<file path="src/rtl/apb_req_arbiter.sv">
// apb_req_arbiter: two-requester round-robin front end for a single APB completer.
//
// Ports
//   PCLK, PRESETn        clock, synchronous active-low reset
//   req_valid/req_ready  per-requester request handshake (req_ready is a one-hot accept pulse,
//                        request fields are captured on that cycle's edge)
//   req_addr/req_write/req_wdata/req_strb
//                        packed request fields, requester i in slice i
//   rsp_valid/rsp_rdata/rsp_err
//                        one-hot completion pulse with read data and error flag
//   PSEL..PPROT          APB requester outputs (registered)
//   PREADY/PSLVERR/PRDATA
//                        APB completer inputs
module apb_req_arbiter #(
   parameter int unsigned ADDR_WIDTH = 16,
   parameter int unsigned DATA_WIDTH = 32,
   parameter int unsigned STRB_WIDTH = DATA_WIDTH / 8,
   parameter int unsigned TIMEOUT    = 16
) (
   input  logic                    PCLK,
   input  logic                    PRESETn,
   input  logic [1:0]              req_valid,
   output logic [1:0]              req_ready,
   input  logic [2*ADDR_WIDTH-1:0] req_addr,
   input  logic [1:0]              req_write,
   input  logic [2*DATA_WIDTH-1:0] req_wdata,
   input  logic [2*STRB_WIDTH-1:0] req_strb,
   output logic [1:0]              rsp_valid,
   output logic [DATA_WIDTH-1:0]   rsp_rdata,
   output logic                    rsp_err,
   output logic                    PSEL,
   output logic                    PENABLE,
   output logic                    PWRITE,
   output logic [ADDR_WIDTH-1:0]   PADDR,
   output logic [DATA_WIDTH-1:0]   PWDATA,
   output logic [STRB_WIDTH-1:0]   PSTRB,
   output logic [2:0]              PPROT,
   input  logic                    PREADY,
   input  logic                    PSLVERR,
   input  logic [DATA_WIDTH-1:0]   PRDATA
);

   localparam int unsigned ALIGN_BITS = $clog2(STRB_WIDTH);
   localparam logic [ADDR_WIDTH-1:0] ALIGN_MASK = ADDR_WIDTH'((64'd1 << ALIGN_BITS) - 64'd1);
   localparam int unsigned CNT_W = $clog2(TIMEOUT + 1);

   typedef enum logic [1:0] {StIdle, StSetup, StAccess} state_e;

   state_e             state_q;
   logic               last_q;     // index of the requester granted most recently
   logic               cur_idx_q;  // requester owning the transfer in flight
   logic [CNT_W-1:0]   wait_cnt_q;

   logic                  gnt_idx;
   logic                  grant;
   logic                  aligned;
   logic [ADDR_WIDTH-1:0] sel_addr;
   logic                  sel_write;
   logic [DATA_WIDTH-1:0] sel_wdata;
   logic [STRB_WIDTH-1:0] sel_strb;

   always_comb begin
      // On a tie the requester not granted last wins; a lone requester always wins.
      gnt_idx   = (req_valid == 2'b11) ? ~last_q : req_valid[1];
      // No grant while a response is being presented: keeps one transfer per 4 cycles and
      // guarantees a requester sees its response before its next grant.
      grant     = PRESETn && (state_q == StIdle) && (rsp_valid == 2'b00) && (req_valid != 2'b00);
      req_ready = grant ? {gnt_idx, ~gnt_idx} : 2'b00;
      sel_addr  = gnt_idx ? req_addr[2*ADDR_WIDTH-1:ADDR_WIDTH] : req_addr[ADDR_WIDTH-1:0];
      sel_write = req_write[gnt_idx];
      sel_wdata = gnt_idx ? req_wdata[2*DATA_WIDTH-1:DATA_WIDTH] : req_wdata[DATA_WIDTH-1:0];
      sel_strb  = gnt_idx ? req_strb[2*STRB_WIDTH-1:STRB_WIDTH] : req_strb[STRB_WIDTH-1:0];
      aligned   = (sel_addr & ALIGN_MASK) == '0;
   end

   always_ff @(posedge PCLK) begin
      if (!PRESETn) begin
         state_q    <= StIdle;
         last_q     <= 1'b1;
         cur_idx_q  <= 1'b0;
         wait_cnt_q <= '0;
         rsp_valid  <= 2'b00;
         rsp_rdata  <= '0;
         rsp_err    <= 1'b0;
         PSEL       <= 1'b0;
         PENABLE    <= 1'b0;
         PWRITE     <= 1'b0;
         PADDR      <= '0;
         PWDATA     <= '0;
         PSTRB      <= '0;
         PPROT      <= 3'b000;
      end else begin
         // Response outputs are single-cycle pulses.
         rsp_valid <= 2'b00;
         rsp_rdata <= '0;
         rsp_err   <= 1'b0;
         unique case (state_q)
            StIdle: begin
               if (grant) begin
                  last_q    <= gnt_idx;
                  cur_idx_q <= gnt_idx;
                  if (aligned) begin
                     state_q <= StSetup;
                     PSEL    <= 1'b1;
                     PENABLE <= 1'b0;
                     PADDR   <= sel_addr;
                     PWRITE  <= sel_write;
                     PWDATA  <= sel_write ? sel_wdata : '0;
                     PSTRB   <= sel_write ? sel_strb : '0;
                     PPROT   <= sel_addr[ADDR_WIDTH-1] ? 3'b111 : 3'b000;
                  end else begin
                     // Misaligned: answer with an error, leave the bus untouched.
                     rsp_valid <= {gnt_idx, ~gnt_idx};
                     rsp_err   <= 1'b1;
                  end
               end
            end
            StSetup: begin
               state_q    <= StAccess;
               PENABLE    <= 1'b1;
               wait_cnt_q <= '0;
            end
            StAccess: begin
               if (PREADY) begin
                  state_q   <= StIdle;
                  PSEL      <= 1'b0;
                  PENABLE   <= 1'b0;
                  rsp_valid <= {cur_idx_q, ~cur_idx_q};
                  rsp_err   <= PSLVERR;
                  rsp_rdata <= PWRITE ? '0 : PRDATA;
               end else if (wait_cnt_q == CNT_W'(TIMEOUT - 1)) begin
                  state_q   <= StIdle;
                  PSEL      <= 1'b0;
                  PENABLE   <= 1'b0;
                  rsp_valid <= {cur_idx_q, ~cur_idx_q};
                  rsp_err   <= 1'b1;
               end else begin
                  wait_cnt_q <= wait_cnt_q + 1'b1;
               end
            end
            default: state_q <= StIdle;
         endcase
      end
   end

endmodule

</file>
<file path="config.mk">
export PLATFORM = sky130hd
export DESIGN_NAME = apb_req_arbiter
export DESIGN_NICKNAME = d
export VERILOG_FILES = /design/src/rtl/apb_req_arbiter.sv
export SDC_FILE = /design/constraint.sdc
export NUM_CORES = 1
export LEC_CHECK = 0
export BUFFER_PORTS_ARGS = -buffer_cell sky130_fd_sc_hd__buf_2
export CORE_MARGIN = 5
export CORE_UTILIZATION = 47
export CTS_BUF_LIST = sky130_fd_sc_hd__clkbuf_8
export CTS_CLUSTER_SIZE = 20
export DETAILED_ROUTE_END_ITERATION = 8
export GPL_ROUTABILITY_DRIVEN = 1
export MAX_ROUTING_LAYER = met4
export PLACE_DENSITY = 0.87
export SYNTH_ARGS = -nofsm -noshare
export SYNTH_HDL_FRONTEND = slang
export SYNTH_SLANG_ARGS = --single-unit
</file>
<file path="constraint.sdc">
create_clock -name PCLK -period 4.85 [get_ports PCLK]
set_input_delay 0.485 -clock PCLK [delete_from_list [all_inputs] [get_ports PCLK]]
set_output_delay 0.485 -clock PCLK [all_outputs]
set_load 0.005 [all_outputs]
</file>
Word-level counts from Yosys, hierarchy flattened
Index checks and enable logic that the tools add are counted.

word-level totals
  bits in registers = 102
  latch bits = 0
  bits in writable memories = 0
  ROM bits = 0
  output and inout port bits = 95
  memories = 0

operators by class
  $add $sub $neg = 1
  $mul = 0
  div/mod/pow operators = 0
  order comparisons = 1
  eq/ne operators = 9
  shifts and indexed selects = 0
  mux-type cells = 36
  bitwise operators = 6
  reduce and logical (&&, ||, !) cells = 17

operators with widths
  operator                                        number
  2-to-1 mux 32 bit                               2
  2-to-1 mux 2 bit                                9
  zero test 16 bit                                1
  2-to-1 mux 16 bit                               1
  2-to-1 mux 1 bit                                13
  2-to-1 mux 5 bit                                2
  case mux 5 bit (2 select lines)                 1
  AND reduction 3 bit                             3
  2-to-1 mux 4 bit                                2
  inequality test 2 bit (second input constant)   4
  AND reduction 4 bit                             2
  inverter 1 bit                                  6
  case mux 2 bit (3 select lines)                 1
  nonzero test 2 bit                              3
  adder 5 x 1 -> 5 bit (second input constant)    1
  == test 5 x 4 -> 1 bit (second input constant)  1
  == test 2 bit (second input constant)           2
  zero test 2 bit                                 2
  case mux 1 bit (2 select lines)                 2
  case mux 2 bit (2 select lines)                 1
  OR reduction 4 bit                              1
  logical AND 1 bit                               3
  2-to-1 mux 3 bit                                1
  inequality test 3 bit (second input constant)   1
  5 further kinds                                 5

Longest topological paths before layout
  word-level depth = 7
  depth in mapped cells = 7
  gate-level depth less buffers = 7

Worst setup path after synthesis
Ideal clock, no wire load.

  path kind = register -> register
  start point = reg wait_cnt_q[0]
  end point = reg wait_cnt_q[4]
  setup time = 116 ps
  arrival = 1754 ps
  slack = 2980 ps
  stages on the path, launching flop included = 7
  path buffers = 0
  clock period less this slack = 1870 ps
  path through = dfxtp_1 ha_1 and3_1 ha_1 or4b_2 a31oi_1 nor2_1

between the ends
  cells in the longest elaborated chain, start to end = 4
  elaborated cells on any way between the ends = 7
  classes of those cells = add/sub: 1; eq/ne: 2; mux: 3; reduce/logical: 1

RTL lines
  item                             line  text
  start, declared                  52    logic [CNT_W-1:0] wait_cnt_q;
  start signal, assigned           138   wait_cnt_q <= wait_cnt_q + 1'b1;
  adder 5 x 1 -> 5 bit             138
  2-to-1 mux 5 bit                 131   end else if (wait_cnt_q == CNT_W'(TIMEOUT - 1)) begin
  2-to-1 mux 5 bit                 124   if (PREADY) begin
  case mux 5 bit (2 select lines)  97    unique case (state_q)

Parallel ways exist; a longest one is shown, timed or not. The select of a mux whose other input is x is not followed.
A chain may end at the register's enable or synchronous reset.

Final worst setup path
  start point = reg last_q
  end point = out req_ready[0]

between the ends
  cells in the longest elaborated chain, start to end = 4

RTL lines
  item                    line  text
  start, declared         50    logic last_q;
  start signal, assigned  100   last_q <= gnt_idx;
  inverter 1 bit          64    gnt_idx = (req_valid == 2'b11) ? ~last_q : req_valid[1];
  2-to-1 mux 1 bit        64
  inverter 1 bit          68    req_ready = grant ? {gnt_idx, ~gnt_idx} : 2'b00;
  2-to-1 mux 2 bit        68
  end, declared           23    output logic [1:0] req_ready,

No other way between the ends.

==> summary.md <==
| Metric | Value |
|---|---|
| Status | completed |
| Root buf cell | clkbuf_8 |
| Gr ovfl total | 0 |
| Internal | ~1100 uW |
| Worst Skew | between 0.01 and 0.015 ns |
| Fin nets | approximately 730 |
| WHS Path Cells | 2 |
| Net load switching power | roughly 430 uW |
| Worst-case reg-to-reg path depth | 6 |
| Number of synthesis warnings | 0 |
| Die Footprint | roughly 0.010 mm^2 |
| Syn Nets | about 500 |
| Final setup TNS | 0 ns |
| DIE WIDTH | 99.9 um |
| Clock sink total | 99 |
| Combinational fraction of design power | approximately 13% |
| Slew Viols, Final | 0 |
| Minimum clock period | 2.65 ns |
| Fin. Hold Viols | 0 |
| Utilization after layout | roughly two thirds |
| Worst path required time | 4.37 ns |
| CTS tree | built |
| PortBufs | ~240 |
| Avg Cell Area, Syn | roughly 11 um^2 |
| Largest fanout on the critical path | 54 |
| Number of synthesized flops with an enable pin | 0 |
| CTS clock-pin slew for the worst setup and hold paths | ~0.11 ns |
| Sequential area share after synthesis | between 50% and 60% |
| DR pass1 iterations | 4 |
| Post-Synthesis Cells | approximately 360 |
| Startpoint Class | register |
| RSZ-0062 raised after global routing | no |
| Rel. slew slack | approximately 47% |
| Diodes inserted | 0 |
| Via count | roughly 3600 |
| Core area | slightly below 0.008 mm^2 |
| CTS Buffer Depth | 2 |
| Async SR Flop Fraction | 0% |
| Synth Flop Type | dfxtp_1 |
| Post-CTS Setup Inserts | 0 |
| # setup viols final | 0 |
| Drt wl/cell | 16.4 um |
| Initial antenna violation count | 0 |
| Iteration-0 DRC Markers | 129 |
| Max VDD drop | between 0.15 and 0.2 mV |
| Compound-Gate Fraction of Synth Area | between 15 and 20% |
| Hold Path Class | primary input to register |
| Largest net degree at the start of global routing | 55 |
| Sequential share of power | 54.3% |
| H-tree Lvls | 3 |
| Post-Syn Area | 0.00380 mm^2 |
| All-Layer GR Usage | 22.5% |
| Worst skew pair latency | roughly 0.35 ns |
| Area share of fa/ha/maj cells after synthesis | 0.658% |
| Initial core utilization | 48.7% |
| Die Y | between 90 and 100 um |
| Post-route ant nets | 0 |
| Critical path type | register to output port |
| First-pass GRT wire length | approximately 18000 um |
| Mux cell area share after synthesis | around a tenth |
| Clk pwr share | approximately a third |
| Max Clock Freq | between 300 and 400 MHz |
| Leakage power | approximately 0.0026 uW |
| DRC violations left | 0 |
| CTS Hold Buffers Added | 0 |
| Vias per inst | 5.16 |
| Post-synthesis register bit count | between 90 and 100 |
| Final GP Congestion | 0.870 |
| Final HPWL DP | a little under 9000 um |
| Vias in the first global route | ~3700 |
| Simple-gate share of the synthesized area | between 10% and 20% |
| Worst-margin pin slew | roughly 0.80 ns |
| Distinct cell type count of the synthesized netlist | 39 |
| Crit end category | output port |
| Row count | 32 |
| PwrDens | 302 mW/mm^2 |
| CTS Buf Count | 9 |
| Post-CTS Resized | 0 |
| Drt total wl | roughly 11000 um |
| Max_cap viols | 0 |
| Worst Path Arrival | approximately 2.2 ns |
| Share of layout cells above drive strength 1 | between 40% and 50% |
| I/O pin total | 239 |
| Final worst-path cycle share | a little over half |
| Synth Area in XOR/XNOR | less than 1% |
| Area Growth Syn to Fin | 36.7% |
| Largest family of logic cells by synthesized area | compound AO/OA/AOI/OAI gates |
| Sw Ratio | between 20% and 30% |
[per-layer routing]
layer	up-vias	track usage [%]	part of all wire, %	routed length (um)
met3	10	4.17	7.8	884
met4	0	6.72	1.3	142
met2	162	40.4	53	6000
li1	1730	-	-	-
met5	-	-	0	0
met1	1655	25.4	38	4270
[flip-flops by register name (all words and copies together), names as in the netlist, 2 cells and up]
name        cells
PADDR          15
PSTRB           4
PWDATA         32
rsp_rdata      32
rsp_valid       2
state_q         2
wait_cnt_q      5
[metrics by stage]
stage          worst slack, ns  std cells  total power [uW]  instance area [um^2]  hold slack [ns]
4_1_cts                   2.19        689              1590                  5190            0.302
2_1_floorplan             2.98        358               980                  3800            0.445
3_5_place_dp              2.07        673              1080                  5000            0.440
3_3_place_gp              2.22        673              1070                  5000            0.438
6_report                  2.20        689              1570                  5200            0.325
5_1_grt                   2.03        689              1640                  5200            0.305
[cell usage in the layout, fill, tap and decap left out, drive strengths merged, types with 3 or more instances in the layout]
| cell type | netlist | layout |
|---|---|---|
| nand2b | 3 | 3 |
| nor2 | 29 | 29 |
| inv | 3 | 7 |
| and2 | 34 | 34 |
| clkbuf | 11 | 9 |
| o2bb2ai | 36 | 36 |
| buf | 18 | 242 |
| o21ai | 3 | 3 |
| a21oi | 18 | 18 |
| nand2 | 10 | 10 |
| o221a | 14 | 14 |
| nor3 | 15 | 15 |
| mux2i | 36 | 36 |
| dfxtp | 99 | 99 |
[critical path: stages, from the launching register on]
cell and delay [ns]:
dfxtp_1 0.35, a21boi_4 0.49, buf_4 0.67, nor2_1 0.10, buf_2 0.15
[cell type report]
| cell class | count | area (um^2) |
|---|---|---|
| clock inverter | 7 | 70.1 |
| clock buffer | 9 | 124 |
| inverter | 3 | 11.3 |
| sequential | 99 | 1980 |
| multi-input combinational | 227 | 1660 |
| tap | 102 | 128 |
| fill | 666 | 2610 |
| timing repair buffer | 242 | 1220 |
[power by group through the flow]
stage          Sequential [uW]  Combinational (uW)  Clock (uW)
2_1_floorplan              871                 109           0
3_3_place_gp               870                 203           0
3_5_place_dp               871                 211           0
4_1_cts                    853                 212         521
5_1_grt                    856                 231         554
6_report                   853                 210         507
[synth_stat cells (6+ instances only)]
cell | number | area [um^2]
a21oi_1 | 18 | 90.1
nor2_1 | 28 | 105
clkbuf_1 | 11 | 41.3
nand2_1 | 10 | 37.5
mux2i_1 | 36 | 360
buf_4 | 6 | 45.0
nor3_1 | 15 | 75.1
buf_2 | 9 | 45.0
and2_1 | 34 | 213
dfxtp_1 | 99 | 1980
o221a_2 | 14 | 158
o2bb2ai_1 | 36 | 315
[worst paths after layout]
check | startpoint | to | slack [ns]
setup reg to reg | last_q$_SDFFE_PN1P_ | PWDATA[0]$_SDFFE_PN0P_ | 2.36
setup / recovery | last_q$_SDFFE_PN1P_ | req_ready[0] | 2.20
hold / removal | PRDATA[14] | rsp_rdata[14]$_SDFF_PP0_ | 0.33
hold reg to reg | PWDATA[25]$_SDFFE_PN0P_ | PWDATA[25]$_SDFFE_PN0P_ | 0.47
[cells by family (layout without fill, tap and decap cells)]
family | Yosys count | count (layout)
compound gates | 82 | 82
xor+xnor | 2 | 2
fa+ha+maj | 2 | 2
buf+inv | 32 | 261
flops | 99 | 99
mux | 37 | 37
simple gates | 104 | 104
Note: power is estimated with default switching activity, not from simulation.
